$ cat src/rtl/mips_pkg.sv
// Shared MIPS datapath constants: writeback selects, load encodings, default widths.
package mips_pkg;
    localparam int DW_DEF = 32;
    localparam int AW_DEF = 5;

    localparam logic [1:0] WB_SEL_ALU  = 2'b00;
    localparam logic [1:0] WB_SEL_LOAD = 2'b01;
    localparam logic [1:0] WB_SEL_LINK = 2'b10;

    localparam logic [2:0] LD_LW  = 3'b000;
    localparam logic [2:0] LD_LH  = 3'b001;
    localparam logic [2:0] LD_LHU = 3'b010;
    localparam logic [2:0] LD_LB  = 3'b011;
    localparam logic [2:0] LD_LBU = 3'b100;
endpackage

$ cat src/rtl/load_align.sv
// Little-endian byte/half extraction and sign/zero extension of a raw memory word.
module load_align
    import mips_pkg::*;
#(
    parameter int DW = DW_DEF
) (
    input  logic [DW-1:0] i_word,
    input  logic [1:0]    i_addr_lo,
    input  logic [2:0]    i_load_type,
    output logic [DW-1:0] o_data
);
    logic [7:0]  w_byte;
    logic [15:0] w_half;

    always_comb begin
        case (i_addr_lo)
            2'd0:    w_byte = i_word[7:0];
            2'd1:    w_byte = i_word[15:8];
            2'd2:    w_byte = i_word[23:16];
            default: w_byte = i_word[31:24];
        endcase
        // Misaligned halves (addr_lo[0]=1) silently use the half picked by addr_lo[1].
        w_half = i_addr_lo[1] ? i_word[31:16] : i_word[15:0];
    end

    always_comb begin
        case (i_load_type)
            LD_LB:   o_data = {{(DW-8){w_byte[7]}}, w_byte};
            LD_LBU:  o_data = {{(DW-8){1'b0}}, w_byte};
            LD_LH:   o_data = {{(DW-16){w_half[15]}}, w_half};
            LD_LHU:  o_data = {{(DW-16){1'b0}}, w_half};
            default: o_data = i_word;
        endcase
    end
endmodule

$ cat src/rtl/wb_stage.sv
// MEM/WB pipeline register, writeback mux, register-file write port, WB->ID forwarding
// and retired-instruction counter.
module wb_stage
    import mips_pkg::*;
#(
    parameter int DW          = DW_DEF,
    parameter int AW          = AW_DEF,
    parameter int SUPPRESS_R0 = 1,
    parameter int CNT_W       = 32
) (
    input  logic             clk,
    input  logic             rst,
    input  logic             stall,
    input  logic             flush,
    input  logic             in_valid,
    input  logic             in_reg_write,
    input  logic [1:0]       in_wb_sel,
    input  logic [2:0]       in_load_type,
    input  logic [1:0]       in_addr_lo,
    input  logic [AW-1:0]    in_dest,
    input  logic [DW-1:0]    in_alu_result,
    input  logic [DW-1:0]    in_mem_data,
    input  logic [DW-1:0]    in_pc_plus8,
    input  logic [AW-1:0]    id_addr1,
    input  logic [AW-1:0]    id_addr2,
    output logic             wr,
    output logic [AW-1:0]    addr3,
    output logic [DW-1:0]    data3,
    output logic             fwd_hit1,
    output logic             fwd_hit2,
    output logic [DW-1:0]    fwd_data1,
    output logic [DW-1:0]    fwd_data2,
    output logic [CNT_W-1:0] retired
);
    logic             r_valid;
    logic             r_reg_write;
    logic [1:0]       r_wb_sel;
    logic [2:0]       r_load_type;
    logic [1:0]       r_addr_lo;
    logic [AW-1:0]    r_dest;
    logic [DW-1:0]    r_alu;
    logic [DW-1:0]    r_mem;
    logic [DW-1:0]    r_pc8;
    logic [CNT_W-1:0] r_retired;

    logic [DW-1:0]    w_load;
    logic [DW-1:0]    w_wb_data;
    logic             w_r0_block;
    logic             w_wr;

    // Stall beats flush; a flush arriving during a stall is dropped.
    always_ff @(posedge clk or posedge rst) begin
        if (rst) begin
            r_valid     <= 1'b0;
            r_reg_write <= 1'b0;
            r_wb_sel    <= '0;
            r_load_type <= '0;
            r_addr_lo   <= '0;
            r_dest      <= '0;
            r_alu       <= '0;
            r_mem       <= '0;
            r_pc8       <= '0;
            r_retired   <= '0;
        end else if (!stall) begin
            if (r_valid)
                r_retired <= r_retired + CNT_W'(1);
            if (flush) begin
                r_valid     <= 1'b0;
                r_reg_write <= 1'b0;
            end else begin
                r_valid     <= in_valid;
                r_reg_write <= in_reg_write;
                r_wb_sel    <= in_wb_sel;
                r_load_type <= in_load_type;
                r_addr_lo   <= in_addr_lo;
                r_dest      <= in_dest;
                r_alu       <= in_alu_result;
                r_mem       <= in_mem_data;
                r_pc8       <= in_pc_plus8;
            end
        end
    end

    load_align #(.DW(DW)) u_load_align (
        .i_word      (r_mem),
        .i_addr_lo   (r_addr_lo),
        .i_load_type (r_load_type),
        .o_data      (w_load)
    );

    always_comb begin
        case (r_wb_sel)
            WB_SEL_LOAD: w_wb_data = w_load;
            WB_SEL_LINK: w_wb_data = r_pc8;
            default:     w_wb_data = r_alu;
        endcase
    end

    assign w_r0_block = (SUPPRESS_R0 != 0) && (r_dest == '0);
    assign w_wr       = r_valid && r_reg_write && !w_r0_block;

    assign wr      = w_wr;
    assign addr3   = r_dest;
    assign data3   = w_wb_data;
    assign retired = r_retired;

    // Same-cycle bypass: the register file has no write-before-read.
    assign fwd_hit1  = w_wr && (id_addr1 == r_dest);
    assign fwd_hit2  = w_wr && (id_addr2 == r_dest);
    assign fwd_data1 = fwd_hit1 ? w_wb_data : '0;
    assign fwd_data2 = fwd_hit2 ? w_wb_data : '0;
endmodule

$ cat config.mk
export PLATFORM = sky130hd
export DESIGN_NAME = wb_stage
export DESIGN_NICKNAME = d
export VERILOG_FILES = /design/src/rtl/mips_pkg.sv /design/src/rtl/load_align.sv /design/src/rtl/wb_stage.sv
export SDC_FILE = /design/constraint.sdc
export NUM_CORES = 1
export LEC_CHECK = 0
export BUFFER_PORTS_ARGS = -buffer_cell sky130_fd_sc_hd__buf_2
export CAP_MARGIN = 40
export CORE_MARGIN = 2
export CORE_UTILIZATION = 45
export CTS_BUF_LIST = sky130_fd_sc_hd__clkbuf_2 sky130_fd_sc_hd__clkbuf_4 sky130_fd_sc_hd__clkbuf_8
export CTS_CLUSTER_DIAMETER = 40
export DETAILED_ROUTE_END_ITERATION = 10
export PLACE_DENSITY = 0.79
export SLEW_MARGIN = 20
export SYNTH_ARGS = -nofsm -noshare
export SYNTH_HDL_FRONTEND = slang
export SYNTH_SLANG_ARGS = --single-unit
export TNS_END_PERCENT = 50
$ cat constraint.sdc
create_clock -name clk -period 4.8 [get_ports clk]
set_input_delay 0.48 -clock clk [delete_from_list [all_inputs] [get_ports clk]]
set_output_delay 0.48 -clock clk [all_outputs]
set_load 0.005 [all_outputs]
==> tab_implementation.tex, run 1 <==
\begin{tabular}{lr}
\hline
Metric & Value \\
\hline
\multicolumn{2}{l}{\textbf{Clock network}} \\
Source-to-sink clock delay at the later pin of the worst-skew pair & 0.45 ns \\
Count of H-tree levels built during CTS & 4 \\
Clock sink count & 142 \\
Maximum buffer depth of the clock tree & 2 \\
Number of hold buffers added after CTS & 0 \\
Post-CTS Resized & 0 \\
Clock root buffer master & sky130\_fd\_sc\_hd\_\_clkbuf\_8 \\
TritonCTS buffer count & 17 \\
Clock-pin transition on the worst setup and hold timing paths & around 0.08 ns \\
Post-CTS Setup Bufs & 0 \\
TritonCTS clock tree & built \\
\multicolumn{2}{l}{\textbf{Worst setup path}} \\
Reg-to-reg setup timing slack & around 3 ns \\
Critical path launch point type & flip-flop \\
Crit-path leading delay family & simple AND/OR/NAND/NOR gates \\
Startpoint of the most critical register-to-register path & retired[0] \\
Type of the worst setup path & reg2out \\
Arrival time of data at the critical path endpoint & about 3.4 ns \\
Critical path required time & 4.32 ns \\
Cells along the critical path & or3\_1, and2\_1, o221ai\_1, a21oi\_1, buf\_2 \\
R2r endpoint & retired[6] \\
Maximum fanout along the worst path & 19 \\
Critical Path Slowest Stage Cell & sky130\_fd\_sc\_hd\_\_dfrtp\_1 \\
Number of cell instances on the worst register-to-register path & 5 \\
Max stage delay on crit path & $\sim$0.89 ns \\
Bufs and invs on worst path & 1 \\
Crit path capture type & output pin \\
\multicolumn{2}{l}{\textbf{Timing}} \\
Min Hold Slack & 0.0470 ns \\
Tmin final & between 3 and 4 ns \\
Upper clock frequency limit & 261 MHz \\
Final Setup Violations & 0 \\
Setup TNS after final layout & 0 ns \\
RSZ-0062 raised after global routing & false \\
Final number of hold-violating endpoints & 0 \\
Slew Viols, Final & 0 \\
Final clock period utilization by the worst path & 0.799 \\
Largest clock skew in the final design & 0.0131 ns \\
Slew headroom & 0.425 \\
Slew at the pin with the worst max-slew slack & 0.862 ns \\
\multicolumn{2}{l}{\textbf{Route}} \\
Total routed wirelength & 24000 um \\
Routed Antenna Nets & 0 \\
Pre-Repair DR Iteration Count & 5 \\
Remaining routing DRC violations & 0 \\
Detailed-route vias per instance & between 5 and 6 \\
Violation count after the first detailed-routing iteration & 466 \\
Vias & 6855 \\
Average wire per cell in the routed design & 20.2 um \\
\multicolumn{2}{l}{\textbf{Yosys}} \\
Synthesis-stage register bit count & 142 \\
Post-synth cell types & 54 \\
Combined area of all synthesized cells & 0.00786 sq mm \\
Number of enable flip-flop cells after synthesis & 0 \\
Main synth FF type & sky130\_fd\_sc\_hd\_\_dfrtp\_1 \\
Asr flop ratio synth & 1.00 \\
Count of yosys warnings during synthesis & 0 \\
Post-synthesis sequential area ratio & 0.452 \\
Synth Net Count & 835 \\
Syn\_area\_per\_cell & 11.1 sq um \\
Gate count of the mapped netlist & roughly 700 \\
\multicolumn{2}{l}{\textbf{Finish}} \\
Most frequent cells in the layout & sky130\_fd\_sc\_hd\_\_buf\_2 (259), sky130\_fd\_sc\_hd\_\_dfrtp\_1 (142), sky130\_fd\_sc\_hd\_\_mux2\_2 (106) \\
Share of layout cells above drive strength 1 & 0.469 \\
Post-synthesis to final-layout area growth & 24.4\% \\
Commonest non-fill, non-tap cell in the layout & sky130\_fd\_sc\_hd\_\_buf\_2 \\
Total Nets Final & 1074 \\
\multicolumn{2}{l}{\textbf{GRT}} \\
Remaining global-route overflow & 0 \\
Antenna violations before repair & 6 \\
All-layer global routing usage & 0.259 \\
Pin count of the biggest net entering global routing & 114 \\
First-pass GRT wire length & 35900 um \\
Vias in the first global route & 6466 \\
\multicolumn{2}{l}{\textbf{Floorplanning}} \\
Placeable Area & 0.0172 sq mm \\
Initial core utilization & 0.457 \\
Ports placed on the boundary & 260 \\
Placement row count & between 40 and 50 \\
Die Ht & 136 um \\
Die area & 0.0185 sq mm \\
Floorplan die width & 136 um \\
\multicolumn{2}{l}{\textbf{Run status}} \\
Status & finished clean \\
\multicolumn{2}{l}{\textbf{Pwr}} \\
LEAKAGE & 0.00460 uW \\
Worst-case vdd ir drop & just over 200 uV \\
Power density normalized to cell area & 369 mW/mm\^{}2 \\
\multicolumn{2}{l}{\textbf{Placement}} \\
Total half-perimeter wirelength after legalization and detailed placement & 17400 um \\
Placer congestion estimate & just over 0.9 \\
Number of buffer cells added on primary ports & 259 \\
\multicolumn{2}{l}{\textbf{Run}} \\
Number of maximum-capacitance violations & 0 \\
\multicolumn{2}{l}{\textbf{Hold path}} \\
HP Class & in2async \\
\hline
\end{tabular}
state kept, by name (all words and copies together) (netlist names):
signal	cells
r_mem	32
r_alu	32
addr3	5
r_valid	1
retired	32
r_wb_sel	2
r_reg_write	1
r_addr_lo	2
r_pc8	32
r_load_type	3
synthesized netlist by cell type, types with 17 or more instances:
cell type	n	area [sq um]
sky130_fd_sc_hd__nand4_1	18	113
sky130_fd_sc_hd__dfrtp_1	142	3550
sky130_fd_sc_hd__mux2_2	106	1190
sky130_fd_sc_hd__xnor2_1	31	272
sky130_fd_sc_hd__a21oi_1	77	385
sky130_fd_sc_hd__nor3_1	17	85.1
sky130_fd_sc_hd__nor2b_1	26	163
sky130_fd_sc_hd__buf_2	23	115
sky130_fd_sc_hd__nand2_1	30	113
sky130_fd_sc_hd__clkbuf_1	22	82.6
sky130_fd_sc_hd__o21ai_0	17	85.1
sky130_fd_sc_hd__and3_1	21	131
area by class of cell:
type	instances	area, sq um
clock buffer	20	275
tap	225	282
antenna	6	15.0
sequential	142	3550
clock inverter	12	158
multi-input combinational	502	4010
timing repair buffer	271	1430
inverter	13	53.8
fill	1522	7400
layer usage:
metal,part of all wire,vias up,GRT usage
met5,0,-,0
met4,0.035,0,0.109
met3,0.074,64,0.0634
met2,0.48,315,0.417
met1,0.41,3372,0.333
li1,-,3104,-
per-stage QoR:
stage / cell area, sq um / worst slack [ns] / util / instances / power [uW]
after CTS: 9740 / 1.07 / 0.567 / 1184 / 3620
final: 9770 / 0.967 / 0.569 / 1191 / 3610
after floorplan: 7860 / 0.510 / - / 708 / 2180
after detailed placement: 9310 / 1.57 / 0.542 / 1152 / 2570
after global placement: 9280 / 1.64 / 0.541 / 1151 / 2540
after global routing: 9770 / 0.755 / 0.569 / 1189 / 3790
worst max-delay path by stage:
stage,slack [ns],from,end,cells after the start
4_1_cts,1.07,r_load_type[2],fwd_data2[27],5
6_report,0.97,r_load_type[2],fwd_data2[29],5
3_3_place_gp,1.64,r_load_type[2],fwd_data2[28],5
5_1_grt,0.75,r_load_type[2],fwd_data2[28],5
2_1_floorplan,0.51,rst,addr3[0],1
3_5_place_dp,1.57,r_load_type[2],fwd_data2[27],5
logic make-up (layout without fill, tap and decap cells):
logic type / Yosys count / count (layout) / share of synthesized area
compound gates: 158 / 158 / 0.141
xor+xnor: 43 / 43 / 0.0489
fa+ha+maj: 3 / 3 / 0.00478
buf+inv: 64 / 316 / 0.0381
flops: 142 / 142 / 0.452
mux: 122 / 122 / 0.185
other cells: 0 / 6 / 0
simple gates: 176 / 176 / 0.130
power by group:
| group | total [uW] | switching (uW) | internal [uW] | leakage [uW] |
|---|---|---|---|---|
| Clock | 1050 | 488 | 559 | 0.000212 |
| Combinational | 1030 | 568 | 463 | 0.00266 |
| Sequential | 1530 | 180 | 1350 | 0.00173 |
Note: power is estimated with default switching activity, not from simulation.
==> run 2: changes to the inputs <==
- ABC_AREA: unset -> 1
- clock period: 4.8 -> 3.8 ns (I/O delays scaled with it)
==> tab_implementation.tex, run 2 <==
\begin{tabular}{lr}
\hline
Metric & Value \\
\hline
\multicolumn{2}{l}{\textbf{Worst setup path}} \\
Maximum fanout along the worst path & 41 (+22) \\
Critical path launch point type & flip-flop \\
Reg-to-reg setup timing slack & 2.08 ns (-0.85 ns) \\
Crit path capture type & output pin \\
Cells along the critical path & inv\_1, nand3\_1, nand2\_4, nor2\_8, nor2\_2, nand2\_4, nand2\_1, nand2\_1, nand2\_1, nor2\_1, buf\_2 \\
Arrival time of data at the critical path endpoint & 2.64 ns (-0.71 ns) \\
Type of the worst setup path & reg2out \\
Critical Path Slowest Stage Cell & sky130\_fd\_sc\_hd\_\_nor2\_8 \\
Max stage delay on crit path & 0.46 ns (-0.43 ns) \\
Cell seen most often among critical-path stages & sky130\_fd\_sc\_hd\_\_nand2\_1 \\
Critical path required time & 3.42 ns (-0.90 ns) \\
\multicolumn{2}{l}{\textbf{Yosys}} \\
Main synth FF type & sky130\_fd\_sc\_hd\_\_dfrtp\_1 \\
Synthesis-stage register bit count & 142 (unchanged) \\
Largest cells by area after synthesis & sky130\_fd\_sc\_hd\_\_dfrtp\_1 (44\%), sky130\_fd\_sc\_hd\_\_nand2\_1 (21\%), sky130\_fd\_sc\_hd\_\_inv\_1 (6.5\%), sky130\_fd\_sc\_hd\_\_nor2\_1 (5.3\%), sky130\_fd\_sc\_hd\_\_o21ai\_0 (5.3\%) \\
Post-synth cell types & 29 (-46\%) \\
Gate count of the mapped netlist & 1177 (+66\%) \\
Synth top cells by count & sky130\_fd\_sc\_hd\_\_nand2\_1 (460), sky130\_fd\_sc\_hd\_\_dfrtp\_1 (142), sky130\_fd\_sc\_hd\_\_inv\_1 (139) \\
Area share of the largest cell type after synthesis & 0.441 (-0.0112) \\
Asr flop ratio synth & 1.00 (unchanged) \\
Combined area of all synthesized cells & 0.00806 sq mm (+2.5\%) \\
Post-synthesis sequential area ratio & 0.441 (-0.0112) \\
Syn\_area\_per\_cell & 6.84 sq um (-38\%) \\
Synth Net Count & 1304 (+56\%) \\
Largest area contributor in the netlist & sky130\_fd\_sc\_hd\_\_dfrtp\_1 \\
Number of enable flip-flop cells after synthesis & 0 (unchanged) \\
Count of yosys warnings during synthesis & 0 (unchanged) \\
Most common cell in the synthesized netlist & sky130\_fd\_sc\_hd\_\_nand2\_1 \\
\multicolumn{2}{l}{\textbf{Timing}} \\
Tmin final & 3.02 ns \\
Final number of hold-violating endpoints & 0 (unchanged) \\
Slew headroom & 0.477 (+0.0514) \\
Setup TNS after final layout & 0 ns (unchanged) \\
RSZ-0062 raised after global routing & false \\
Slew Viols, Final & 0 (unchanged) \\
Largest clock skew in the final design & 0.00507 ns (-0.00807 ns) \\
Upper clock frequency limit & 331 MHz \\
Min Hold Slack & 0.114 ns (+0.0665 ns) \\
Slew at the pin with the worst max-slew slack & 0.785 ns (-0.0764 ns) \\
Final clock period utilization by the worst path & 0.795 \\
Final Setup Violations & 0 (unchanged) \\
\multicolumn{2}{l}{\textbf{Finish}} \\
Total Nets Final & 1539 (+43\%) \\
Post-route cell area & 0.00997 sq mm (+2.0\%) \\
Most frequent cells in the layout & sky130\_fd\_sc\_hd\_\_nand2\_1 (460), sky130\_fd\_sc\_hd\_\_buf\_2 (259), sky130\_fd\_sc\_hd\_\_dfrtp\_1 (142) \\
Share of layout cells above drive strength 1 & 0.225 (-0.243) \\
Final Instance Count excl. Fillers & 1651 (+39\%) \\
Commonest non-fill, non-tap cell in the layout & sky130\_fd\_sc\_hd\_\_nand2\_1 \\
Post-synthesis to final-layout area growth & 23.7\% \\
\multicolumn{2}{l}{\textbf{Floorplanning}} \\
Die area & 0.0190 sq mm (+2.5\%) \\
Die Ht & 138 um (+1.2\%) \\
Placement row count & 48 (unchanged) \\
Floorplan die width & 138 um (+1.2\%) \\
Initial core utilization & 0.463 (+0.00519) \\
Placeable Area & 0.0174 sq mm (+1.4\%) \\
Ports placed on the boundary & 260 (unchanged) \\
\multicolumn{2}{l}{\textbf{Clock network}} \\
Clock root buffer master & sky130\_fd\_sc\_hd\_\_clkbuf\_8 \\
Post-CTS Resized & 0 (unchanged) \\
TritonCTS clock tree & built \\
Source-to-sink clock delay at the later pin of the worst-skew pair & 0.46 ns (about the same) \\
Post-CTS Setup Bufs & 0 (unchanged) \\
Clock sink count & 142 (unchanged) \\
Count of H-tree levels built during CTS & 4 (unchanged) \\
TritonCTS buffer count & 17 (unchanged) \\
Number of hold buffers added after CTS & 0 (unchanged) \\
Clock-pin transition on the worst setup and hold timing paths & 0.09 ns (about the same) \\
Maximum buffer depth of the clock tree & 2 (unchanged) \\
\multicolumn{2}{l}{\textbf{Route}} \\
Average wire per cell in the routed design & 15.1 um (-25\%) \\
Remaining routing DRC violations & 0 (unchanged) \\
Routed Antenna Nets & 0 (unchanged) \\
Highest layer used for signal routing & met5 \\
Met1 Routed Length & 11100 um (+12\%) \\
Detailed-route vias per instance & 4.93 (-14\%) \\
Violation count after the first detailed-routing iteration & 645 (+38\%) \\
Detailed route wirelength on metal2 & 11400 um (-0.68\%) \\
Pre-Repair DR Iteration Count & 5 (unchanged) \\
Wire length on met3 & 1760 um (-1.0\%) \\
Vias & 8133 (+19\%) \\
Total routed wirelength & 24900 um (+3.8\%) \\
\multicolumn{2}{l}{\textbf{GRT}} \\
Vias in the first global route & 7182 (+11\%) \\
All-layer global routing usage & 0.258 (-0.00103) \\
First-pass GRT wire length & 37400 um (+4.2\%) \\
Antenna violations before repair & 4 (-2) \\
Remaining global-route overflow & 0 (unchanged) \\
Pin count of the biggest net entering global routing & 184 (+61\%) \\
\multicolumn{2}{l}{\textbf{Run status}} \\
Status & finished clean \\
\multicolumn{2}{l}{\textbf{Pwr}} \\
Power density normalized to cell area & 441 mW/mm\^{}2 (+20\%) \\
Worst-case vdd ir drop & 236 uV (+16\%) \\
Post-route total power & 4390 uW (+22\%) \\
LEAKAGE & 0.00565 uW (+23\%) \\
\multicolumn{2}{l}{\textbf{Placement}} \\
Instance area at placement & 0.00956 sq mm (+2.6\%) \\
Total half-perimeter wirelength after legalization and detailed placement & 18300 um (+5.5\%) \\
Number of buffer cells added on primary ports & 259 (unchanged) \\
Placed insts & 1618 (+40\%) \\
Placer congestion estimate & 0.938 (+1.4\%) \\
\multicolumn{2}{l}{\textbf{Run}} \\
Number of maximum-capacitance violations & 0 (unchanged) \\
\multicolumn{2}{l}{\textbf{Hold path}} \\
HP Class & in2reg \\
\hline
\end{tabular}
==> run 2: worst paths after layout <==
kind	start	cells past startpoint	endpoint
worst max register to register	retired[2]	9	retired[17]
worst min-delay path	in_pc_plus8[25]	3	r_pc8[25]
max in group asynchronous	rst	3	r_pc8[0]
worst min register to register	r_pc8[20]	2	r_pc8[20]
worst max-delay path	r_load_type[1]	11	fwd_data1[22]
min in group asynchronous	rst	3	addr3[2]
==> run 2: area by class of cell <==
class                   count  area, sq um
clock inverters            11          134
inverters                 143          541
well taps                 225          282
multi-input cells         840         3750
diodes                      2         5.00
flip-flops and latches    142         3550
clock buffers              20          269
repair buffers            268         1440
fillers                  1643         7450
==> run 2: cell families after synthesis <==
group                      synth area share
adders and majority gates           0.00466
and+or+nand+nor                       0.327
buffers and inverters                0.0952
AOI/OAI and AO/OA                    0.0980
xor gates and xnor gates             0.0337
DFF                                   0.441
==> run 2: metrics by stage <==
step            util  setup slack [ns]
2_1_floorplan      -              1.64
3_5_place_dp   0.549              1.32
3_3_place_gp   0.545              1.08
4_1_cts        0.572             0.810
5_1_grt        0.572             0.575
6_report       0.572             0.780
==> run 2: power by group <==
| group | leakage [uW] | switching (uW) | total (uW) | internal (uW) |
|---|---|---|---|---|
| clock network | 0.000197 | 624 | 1250 | 631 |
| logic | 0.00367 | 863 | 1330 | 468 |
| registers | 0.00179 | 126 | 1810 | 1680 |
==> run 2: critical path, delay by kind of cell (launching register included) <==
kind          cells  cell delay [ns]
flops             1             0.42
buf+inv           2             0.20
simple gates      9             1.52
==> run 2: per-layer routing <==
metal / global-route usage / up-vias
li1: - / 4070
met1: 0.363 / 3730
met2: 0.390 / 287
met3: 0.0618 / 42
met4: 0.0862 / 4
met5: 0 / -
==> run 3: changes to the inputs <==
- ABC_AREA: 1 -> 0
- clock period: 3.8 -> 2.8 ns (I/O delays scaled with it)
==> tab_implementation.tex, run 3 (synthesized netlist as in run 1, its figures left out) <==
\begin{tabular}{lr}
\hline
Metric & Value \\
\hline
\multicolumn{2}{l}{\textbf{Finish}} \\
Total Nets Final & 1088 (-29\%) \\
Post-synthesis to final-layout area growth & 28.5\% \\
Share of layout cells above drive strength 1 & 0.496 (+0.270) \\
Commonest non-fill, non-tap cell in the layout & sky130\_fd\_sc\_hd\_\_buf\_2 \\
Most frequent cells in the layout & sky130\_fd\_sc\_hd\_\_buf\_2 (259), sky130\_fd\_sc\_hd\_\_dfrtp\_1 (140), sky130\_fd\_sc\_hd\_\_mux2\_2 (106) \\
Final Instance Count excl. Fillers & 1203 (-27\%) \\
\multicolumn{2}{l}{\textbf{Clock network}} \\
Clock sink count & 142 (unchanged) \\
Maximum buffer depth of the clock tree & 2 (unchanged) \\
Source-to-sink clock delay at the later pin of the worst-skew pair & 0.44 ns (-0.02 ns) \\
TritonCTS clock tree & built \\
Count of H-tree levels built during CTS & 4 (unchanged) \\
Clock-pin transition on the worst setup and hold timing paths & 0.08 ns (about the same) \\
Clock root buffer master & sky130\_fd\_sc\_hd\_\_clkbuf\_8 \\
TritonCTS buffer count & 17 (unchanged) \\
\multicolumn{2}{l}{\textbf{Worst setup path}} \\
Maximum fanout along the worst path & 31 (-24\%) \\
Arrival time of data at the critical path endpoint & 2.44 ns (-0.20 ns) \\
Crit path capture type & output pin \\
Critical Path Slowest Stage Cell & sky130\_fd\_sc\_hd\_\_o41ai\_2 \\
Critical path required time & 2.52 ns (-0.90 ns) \\
Cells along the critical path & buf\_4, mux4\_2, a21oi\_1, o41ai\_2, nor2b\_1, buf\_2 \\
Max stage delay on crit path & 0.61 ns (+0.15 ns) \\
Type of the worst setup path & reg2out \\
Critical path launch point type & flip-flop \\
\multicolumn{2}{l}{\textbf{Timing}} \\
Slew Viols, Final & 0 (unchanged) \\
Tmin final & 2.72 ns \\
Final Setup Violations & 0 (unchanged) \\
Final clock period utilization by the worst path & 0.971 \\
Largest clock skew in the final design & 0.00948 ns (+0.00441 ns) \\
Slew headroom & 0.435 (-0.0414) \\
Setup TNS after final layout & 0 ns (unchanged) \\
Slew at the pin with the worst max-slew slack & 0.840 ns (+0.0551 ns) \\
Final number of hold-violating endpoints & 0 (unchanged) \\
RSZ-0062 raised after global routing & false \\
Upper clock frequency limit & 368 MHz \\
\multicolumn{2}{l}{\textbf{Route}} \\
Met1 Routed Length & 9680 um (-13\%) \\
Detailed-route vias per instance & 5.76 (+17\%) \\
Total routed wirelength & 24200 um (-2.7\%) \\
Average wire per cell in the routed design & 20.1 um (+33\%) \\
Highest layer used for signal routing & met5 \\
Remaining routing DRC violations & 0 (unchanged) \\
Pre-Repair DR Iteration Count & 5 (unchanged) \\
Detailed route wirelength on metal2 & 11900 um (+3.9\%) \\
Routed Antenna Nets & 0 (unchanged) \\
Vias & 6926 (-15\%) \\
Violation count after the first detailed-routing iteration & 422 (-35\%) \\
Wire length on met3 & 2070 um (+18\%) \\
\multicolumn{2}{l}{\textbf{Run}} \\
Number of maximum-capacitance violations & 0 (unchanged) \\
\multicolumn{2}{l}{\textbf{Floorplanning}} \\
Floorplan die width & 136 um (-1.2\%) \\
Die area & 0.0185 sq mm (-2.4\%) \\
Initial core utilization & 0.457 (-0.00519) \\
Ports placed on the boundary & 260 (unchanged) \\
Placement row count & 48 (unchanged) \\
Die Ht & 136 um (-1.2\%) \\
Placeable Area & 0.0172 sq mm (-1.4\%) \\
\multicolumn{2}{l}{\textbf{GRT}} \\
Pin count of the biggest net entering global routing & 86 (-53\%) \\
Antenna violations before repair & 5 (+1) \\
First-pass GRT wire length & 36300 um (-3.1\%) \\
Remaining global-route overflow & 0 (unchanged) \\
Vias in the first global route & 6630 (-7.7\%) \\
All-layer global routing usage & 0.260 (+0.00239) \\
\multicolumn{2}{l}{\textbf{Placement}} \\
Number of buffer cells added on primary ports & 259 (unchanged) \\
Total half-perimeter wirelength after legalization and detailed placement & 17900 um (-2.3\%) \\
Placed insts & 1163 (-28\%) \\
Placer congestion estimate & 0.913 (-2.6\%) \\
\multicolumn{2}{l}{\textbf{Hold path}} \\
HP Class & in2reg \\
\multicolumn{2}{l}{\textbf{Pwr}} \\
Post-route total power & 6510 uW (+48\%) \\
Power density normalized to cell area & 645 mW/mm\^{}2 (+46\%) \\
LEAKAGE & 0.00472 uW (-16\%) \\
Worst-case vdd ir drop & 334 uV (+42\%) \\
\multicolumn{2}{l}{\textbf{Run status}} \\
Status & finished clean \\
\hline
\end{tabular}
run 3: stage by stage:
stage	cell area [sq um]	util	hold slack, ns	worst slack (ns)
floorplan	7860	-	0.397	0.696
global placement	9400	0.547	0.438	0.251
detailed placement	9410	0.548	0.446	0.300
CTS	9970	0.581	0.0212	0.00134
global route	10100	0.588	0.0256	0.00238
finish	10100	0.588	0.0565	0.0802
run 3: power by group:
part | total, uW | leakage, uW | internal [uW] | switching, uW
logic | 1910 | 0.00276 | 867 | 1040
registers | 2600 | 0.00173 | 2310 | 292
clock network | 2000 | 0.000235 | 1180 | 823
run 3: path summary, 6_finish.rpt:
| kind | startpoint | to | slack (ns) | cells after the start |
|---|---|---|---|---|
| worst min-delay path | in_valid | r_valid | 0.06 | 2 |
| worst max-delay path | r_addr_lo[1] | fwd_data1[0] | 0.08 | 6 |
| min in group asynchronous | rst | retired[10] | 0.26 | 3 |
| max in group asynchronous | rst | r_load_type[1] | 1.88 | 5 |
| worst min register to register | retired[31] | retired[31] | 0.47 | 1 |
| worst max register to register | retired[15] | retired[28] | 0.89 | 4 |
run 3: final cells by class:
type	count	area [sq um]
timing repair buffer	285	1580
antenna	4	10.0
clock inverter	14	239
sequential	142	3560
multi-input combinational	502	4130
tap	225	282
fill	1489	7080
inverter	13	55.1
clock buffer	18	248
run 3: timing repair:
action,in CTS,in global routing
setup buffers,0,1
hold endpoints to repair,27,0
endpoints found under the setup margin,66,62
hold buffers,1,0
gates resized for setup,13,14
pin swaps,2,3
run 3: routing by layer:
layer	track usage	vias to the layer above
li1	-	3133
met1	0.324	3428
met2	0.430	309
met3	0.0708	54
met4	0.101	2
met5	0	-
run 3: worst max-delay path, delay by kind of cell (launching register included):
kind | cells | cell delay [ns]
AOI/OAI and AO/OA | 2 | 0.66
buffers and inverters | 2 | 0.47
DFF | 1 | 0.41
muxes | 1 | 0.26
and+or+nand+nor | 1 | 0.19
